File: config.mk
export PLATFORM = sky130hd
export DESIGN_NAME = cpu_io_host_flat
export DESIGN_NICKNAME = d
export VERILOG_FILES = /design/src/rtl/cpu_io_if.sv /design/src/rtl/cpu_io_host.sv /design/src/flat_wrapper.sv
export SDC_FILE = /design/constraint.sdc
export NUM_CORES = 1
export LEC_CHECK = 0
export CAP_MARGIN = 15
export CORE_ASPECT_RATIO = 0.5
export CORE_MARGIN = 3
export CORE_UTILIZATION = 55
export CTS_BUF_LIST = sky130_fd_sc_hd__clkbuf_4 sky130_fd_sc_hd__clkbuf_8 sky130_fd_sc_hd__clkbuf_16
export DETAILED_ROUTE_END_ITERATION = 10
export PLACE_DENSITY = 0.84
export SETUP_SLACK_MARGIN = 0.3
export SYNTH_ARGS = -nofsm -noshare
export SYNTH_HDL_FRONTEND = slang
export SYNTH_SLANG_ARGS = --single-unit
File: constraint.sdc
create_clock -name clk -period 4.4 [get_ports clk]
set_input_delay 0.66 -clock clk [delete_from_list [all_inputs] [get_ports clk]]
set_output_delay 0.66 -clock clk [all_outputs]
set_load 0.01 [all_outputs]
File: src/rtl/cpu_io_if.sv
// cpu_io_if: CPU-side operand handshake and output capture signals
interface cpu_io_if;
  logic       cpu_in_req;
  logic       cpu_out_strobe;
  logic [7:0] cpu_nout;
  logic       cpu_halt;
  logic [7:0] nin;
  logic       enter;
  modport master (output cpu_in_req, cpu_out_strobe, cpu_nout, cpu_halt, input nin, enter);
  modport slave (input cpu_in_req, cpu_out_strobe, cpu_nout, cpu_halt, output nin, enter);
endinterface

File: src/rtl/cpu_io_host.sv
// cpu_io_host: operand FIFO feeding a CPU input handshake, plus CPU output capture
module cpu_io_host #(
  parameter int DEPTH = 4
) (
  input  logic                   clk,
  input  logic                   rst_n,
  cpu_io_if.slave                cpu,
  input  logic                   push,
  input  logic [7:0]             push_data,
  output logic [7:0]             out_last,
  output logic [7:0]             out_count,
  output logic [$clog2(DEPTH):0] count,
  output logic                   empty,
  output logic                   full,
  output logic                   overflow,
  output logic                   halted
);
  localparam int AW = $clog2(DEPTH);
  typedef enum logic [1:0] {IDLE, PRESENT, RELEASE, HALTED} state_t;
  state_t state, nxt;
  logic [7:0] mem [DEPTH];
  logic [AW-1:0] wp, rp;
  logic pop, wr;
  assign empty = count == '0;
  assign full = count == (AW+1)'(DEPTH);
  assign wr = push && (!full || pop);
  always_comb begin
    nxt = state;
    pop = 1'b0;
    case (state)
      IDLE:    nxt = (cpu.cpu_in_req && !empty) ? PRESENT : IDLE;
      PRESENT: begin
        nxt = cpu.cpu_in_req ? PRESENT : RELEASE;
        pop = !cpu.cpu_in_req && !cpu.cpu_halt;
      end
      RELEASE: nxt = IDLE;
      default: nxt = HALTED;
    endcase
    if (cpu.cpu_halt) nxt = HALTED;
  end
  // nin keeps its latched operand across PRESENT and is zero everywhere else
  always_ff @(posedge clk or negedge rst_n) begin
    if (!rst_n) begin
      state     <= IDLE;
      wp        <= '0;
      rp        <= '0;
      count     <= '0;
      cpu.nin   <= '0;
      cpu.enter <= 1'b0;
      out_last  <= '0;
      out_count <= '0;
      overflow  <= 1'b0;
      halted    <= 1'b0;
    end else begin
      state     <= nxt;
      cpu.enter <= nxt == PRESENT;
      cpu.nin   <= (nxt == PRESENT) ? ((state == PRESENT) ? cpu.nin : mem[rp]) : 8'h00;
      halted    <= nxt == HALTED;
      if (wr) wp <= wp + 1'b1;
      if (pop) rp <= rp + 1'b1;
      count     <= count + (AW+1)'(wr) - (AW+1)'(pop);
      overflow  <= overflow | (push && full && !pop);
      if (cpu.cpu_out_strobe) begin
        out_last  <= cpu.cpu_nout;
        out_count <= out_count + {7'd0, out_count != 8'hFF};
      end
    end
  end
  always_ff @(posedge clk) begin
    if (wr) mem[wp] <= push_data;
  end
endmodule

File: src/flat_wrapper.sv
// flat-port wrapper written by rule: the top's interface ports become plain ports
module cpu_io_host_flat 
#(
  parameter int DEPTH = 4
)
  (clk, rst_n, push, push_data, out_last, out_count, count, empty, full, overflow, halted, cpu_cpu_in_req, cpu_cpu_out_strobe, cpu_cpu_nout, cpu_cpu_halt, cpu_nin, cpu_enter);
  cpu_io_if cpu_i ();
  input  logic clk;
  input  logic rst_n;
  input  logic push;
  input  logic [7:0] push_data;
  output logic [7:0] out_last;
  output logic [7:0] out_count;
  output logic [$clog2(DEPTH):0] count;
  output logic empty;
  output logic full;
  output logic overflow;
  output logic halted;
  input wire logic [$bits(cpu_i.cpu_in_req)-1:0] cpu_cpu_in_req;
  input wire logic [$bits(cpu_i.cpu_out_strobe)-1:0] cpu_cpu_out_strobe;
  input wire logic [$bits(cpu_i.cpu_nout)-1:0] cpu_cpu_nout;
  input wire logic [$bits(cpu_i.cpu_halt)-1:0] cpu_cpu_halt;
  output wire logic [$bits(cpu_i.nin)-1:0] cpu_nin;
  output wire logic [$bits(cpu_i.enter)-1:0] cpu_enter;
  assign cpu_i.cpu_in_req = cpu_cpu_in_req;
  assign cpu_i.cpu_out_strobe = cpu_cpu_out_strobe;
  assign cpu_i.cpu_nout = cpu_cpu_nout;
  assign cpu_i.cpu_halt = cpu_cpu_halt;
  assign cpu_nin = cpu_i.nin;
  assign cpu_enter = cpu_i.enter;
  cpu_io_host #(.DEPTH(DEPTH)) u_core (.clk(clk), .rst_n(rst_n), .cpu(cpu_i), .push(push), .push_data(push_data), .out_last(out_last), .out_count(out_count), .count(count), .empty(empty), .full(full), .overflow(overflow), .halted(halted));
endmodule
# == Word-level counts from Yosys, hierarchy flattened ==
# Memory sizes are Yosys's and may differ from the RTL's.
# Index checks and enable logic that the tools add are counted.
# word_totals
ff_bits,36
ramBits,32
inputBits,22
out_inout_bits,32
wordCells,46
mem_count,1
# classes
addsub,5
n_eq_ne,7
n_mux,9
n_bitwise,1
n_reduce_logical,13
# memory_table
name,words,word_bits,rd,rd_clocked_by_memory_dff,wr,line_no,rtl
u_core.mem,4,8,1,0,1,cpu_io_host.sv:21,logic [7:0] mem [DEPTH];
# op_table
operator,n
$mux 8,2
$add 8x1->8,1
$ne 8x8->1 const B,1
$pmux 2 s3,1
$logic_and 1x1->1,5
$logic_not 1->1,5
$add 2x1->2 const B,2
$eq 2x1->1 const B,2
$eq 2x2->1 const B,2
$mux 1,4
$mux 2,2
$add 3x1->3,1
$eq 3x3->1 const B,1
$logic_not 3->1,1
$sub 3x1->3,1
$logic_not 2->1,1
$ne 2x2->1 const B,1
$logic_or 1x1->1,1
$or 1x1->1,1

# == Longest topological paths before layout ==
# logic_depth
depth_word,8
mapped_depth,10
mapped_depth_nobuf,9

# == Least setup slack after synthesis ==
# No wires, ideal clock.
# synth_timing
path_kind,in2reg
from,in cpu_cpu_in_req
to,reg u_core.count[2]
setup_time_ns,0.127
arrival_time_ns,2.424
required_ns,4.273
slack_ns,1.849
stages,10
n_path_buf,1
path_cell_list,or4b_1 buf_2 inv_1 ha_1 inv_1 ha_1 inv_1 fa_1 xnor2_1 xnor2_1
# synth_via
elab_chain_cells,7
# synth_rtl
item,line_no,rtl
"start, declared",flat_wrapper.sv:19,input wire logic [$bits(cpu_i.cpu_in_req)-1:0] cpu_cpu_in_req;
$logic_not 1->1 (*),cpu_io_host.sv:34,pop = !cpu.cpu_in_req && !cpu.cpu_halt;
$logic_and 1x1->1 (*),cpu_io_host.sv:34,
$mux 1 (*),cpu_io_host.sv:30,case (state)
$logic_or 1x1->1,cpu_io_host.sv:26,assign wr = push && (!full || pop);
$logic_and 1x1->1,cpu_io_host.sv:26,
$add 3x1->3,cpu_io_host.sv:61,count <= count + (AW+1)'(wr) - (AW+1)'(pop);
$sub 3x1->3 (*),cpu_io_host.sv:61,
"end signal, assigned",cpu_io_host.sv:61,
"end, declared",cpu_io_host.sv:12,"output logic [$clog2(DEPTH):0] count,"
# Mark *: on every way between the ends. The rest lies on a longest branch, timed or not.
# A chain may end at the register's enable or synchronous reset.

# == Final worst setup path ==
# layout_timing
from,in cpu_cpu_halt
to,reg u_core.count[2]
# layout_via
elab_chain_cells,7
# layout_rtl
item,line_no,rtl
"start, declared",flat_wrapper.sv:22,input wire logic [$bits(cpu_i.cpu_halt)-1:0] cpu_cpu_halt;
$logic_not 1->1 (*),cpu_io_host.sv:34,
$logic_and 1x1->1 (*),cpu_io_host.sv:34,
$mux 1 (*),cpu_io_host.sv:30,
$logic_or 1x1->1,cpu_io_host.sv:26,
$logic_and 1x1->1,cpu_io_host.sv:26,
$add 3x1->3,cpu_io_host.sv:61,
$sub 3x1->3 (*),cpu_io_host.sv:61,
# Marked as above.

==> impl_metrics.tcl <==
set metrics [dict create \
    cts.repair.resized 0 \
    outcome "finished, final reports clean" \
    yosys-top-cells-area "edfxtp_1 34%, dfrtp_1 32%, mux2_2 4.0%, ha_1 3.6%, mux2i_1 2.9%" \
    grt_pass1_wl_um 8420 \
    syn2layout_area_growth_pct 27.6 \
    crit_required_ns 4.66 \
    avgSynthCellArea_um2 14.6 \
    regToRegStartpoint "u_core.state[1]" \
    reg2reg_depth 9 \
    tns_ns 0 \
    grt_overflow 0 \
    crit_type "input port to register" \
    rsz0062_at_grt "false" \
    startpoint_type "input port" \
    slowest_delay_ns 0.62 \
    ys_seq_elements 68 \
    path_depth 10 \
    crit_arrival_ns 3.05 \
    syn_area_mm2 0.00280 \
    io_buffers 53 \
    clock-sinks 68 \
    finalSetupViolCount 0 \
    startpoint "cpu_cpu_halt" \
    p_int_uw 1370 \
    cts_tree "done" \
    slowest_stage "or4b_1" \
    syn_inst 192 \
    postRouteWirelength_um 5070 \
    hp-class "input port to asynchronous set/reset pin" \
    pwr-share-clk_pct 26.6 \
    crit_buf_inv 4 \
    drtAntennaViolNets 0 \
    synth.net_count 223 \
    p_comb_share_pct 24.8 \
    routed-via-count 1729 \
    synth-async-reset-ratio_pct 52.9 \
    peakVddDrop_mv 0.328 \
    critPathMostFrequentCell "inv_1" \
    synth_ff_type "dfrtp_1" \
    yosysUniqueCellTypes 32 \
    slew_viol_final 0 \
    dr.pass1.iters 4 \
    die_h_um 56.5 \
    p_total_uw 1910 \
    htree_levels 3 \
    max_freq_ghz 0.359 \
    tightest_slew_ns 0.939 \
    numCtsBuffers 9 \
    netlist.area_leader.share_pct 34.3 \
    synth-edff-count 32 \
    fill_cells 304 \
    critPathMaxFanout 4 \
    min_period_ns 2.79 \
    die_w_um 107 \
    dieArea_mm2 0.00604 \
    drc_errors 0 \
    power_density_mw_per_mm2 535 \
    final_common_cell "clkdlybuf4s50_1" \
    final_layout_size_suffix_gt1_share_pct 13.0 \
    yosysWarningCount 0 \
    final_cell_mix "52 x clkdlybuf4s50_1, 36 x dfrtp_1, 32 x edfxtp_1" \
    power_frac_seq_pct 48.6 \
    r2r_setup_slack_ns 1.93 \
    r2r_end "u_core.count[2]" \
    fin_crit_sh_pct 63.4 \
    dp_hpwl_um 3510 \
    grt_max_degree 37 \
    clock-root-buffer "clkbuf_8" \
    endpoint_kind "register" \
    slew_headroom_pct 37.4 \
    floorplan.rows 17 \
    p_leak_uw 0.00145 \
    post_cts_buffers 0 \
    p_sw_uw 544 \
    clk_pin_slew_ns 0.07 \
    antenna_found_initial 0 \
    cap_violations 0 \
    path_cells "clkdlybuf4s50_1 -> or4b_1 -> inv_1 -> ha_1 -> inv_1 -> ha_1 -> inv_1 -> fa_1 -> xnor2_1 -> xnor2_1" \
    worstSetupEndpoint "u_core.count[2]" \
    fin_skew_ns 0.00426 \
    routabilityCongestion 0.725 \
    wire_per_inst_um 15.9 \
    grt.total_usage_pct 18.2 \
    clk_latency_ns 0.33 \
    drt-initial-drc-count 60 \
    hold_viol 0 \
    grt_pass1_vias 1733 \
    coreArea_mm2 0.00464 \
    fin_nets 279 \
    ys_seq_area_share_pct 66.5 \
    ios 54 \
    switching_share_pct 28.5 \
    crit_family "adder cells" \
    hold_buffers 0 \
    antenna_cells 0 \
    synth_top_area_cell "edfxtp_1" \
    start_util_pct 60.4 \
    routed_via_density 5.42 \
    cts_max_path_buffers 2 \
]
==> cell usage after synthesis (8+ instances only) <==
cell type  instances
nor4_1             9
and3_1             9
mux2_2            10
xnor2_1            9
a2111oi_0          8
edfxtp_1          32
nor2_1            10
dfrtp_1           36
inv_1              8
ha_1               8
nor2b_1            9
mux2i_1            8
==> flip-flops by register name, indices dropped and copies added (netlist names), 2 cells and up <==
register          cells
u_core.count          3
u_core.cpu.nin        8
u_core.mem           32
u_core.out_count      8
u_core.out_last       8
u_core.rp             2
u_core.state          2
u_core.wp             2
==> per-layer routing <==
metal | global-route usage (%) | wire [µm]
met1 | 23.9 | 2220
met2 | 28.5 | 2500
met3 | 6.89 | 303
met4 | 5.65 | 44
met5 | 0 | 0
==> how the worst min path moves through the flow <==
stage	from	to	cells past startpoint
floorplan	rst_n	u_core.count[0]	0
global placement	u_core.overflow	u_core.overflow	1
detailed placement	u_core.overflow	u_core.overflow	1
CTS	rst_n	u_core.cpu.nin[6]	1
global route	rst_n	u_core.cpu.nin[5]	1
finish	rst_n	u_core.cpu.nin[6]	1
==> power by group through the flow <==
| stage | clock network [µW] | logic (µW) | registers (µW) |
|---|---|---|---|
| 2_1_floorplan | 0 | 266 | 919 |
| 3_3_place_gp | 0 | 456 | 932 |
| 3_5_place_dp | 0 | 482 | 940 |
| 4_1_cts | 518 | 485 | 928 |
| 5_1_grt | 559 | 517 | 945 |
| 6_report | 508 | 475 | 928 |
==> stage by stage <==
step	utilization (%)	instance area [µm²]	instances	hold slack [ns]	setup slack (ns)
final	77.0	3570	319	0.402	1.61
after global routing	77.0	3570	319	0.458	1.52
after CTS	77.0	3570	319	0.434	1.61
after detailed placement	72.7	3370	303	0.471	1.27
after global placement	72.7	3370	303	0.464	1.38
after floorplan	-	2800	192	0.364	1.85
==> final cells by class <==
| class | instances | area (µm²) | share of cell area [%] |
|---|---|---|---|
| Tap cell | 66 | 82.6 | 2.31 |
| Sequential cell | 68 | 1860 | 52.1 |
| Timing Repair Buffer | 53 | 526 | 14.7 |
| Inverter | 8 | 30.0 | 0.841 |
| Clock inverter | 3 | 40.0 | 1.12 |
| Multi-Input combinational cell | 108 | 872 | 24.4 |
| Clock buffer | 13 | 160 | 4.48 |
==> cell families after synthesis <==
| group | after synthesis | share of synthesized area [%] |
|---|---|---|
| DFF | 68 | 66.5 |
| and+or+nand+nor | 56 | 11.7 |
| muxes | 19 | 7.42 |
| buffers and inverters | 16 | 2.37 |
| AOI/OAI and AO/OA | 13 | 4.33 |
| xor gates and xnor gates | 11 | 3.44 |
| adders and majority gates | 9 | 4.29 |
Power figures use the tool's default switching activity.
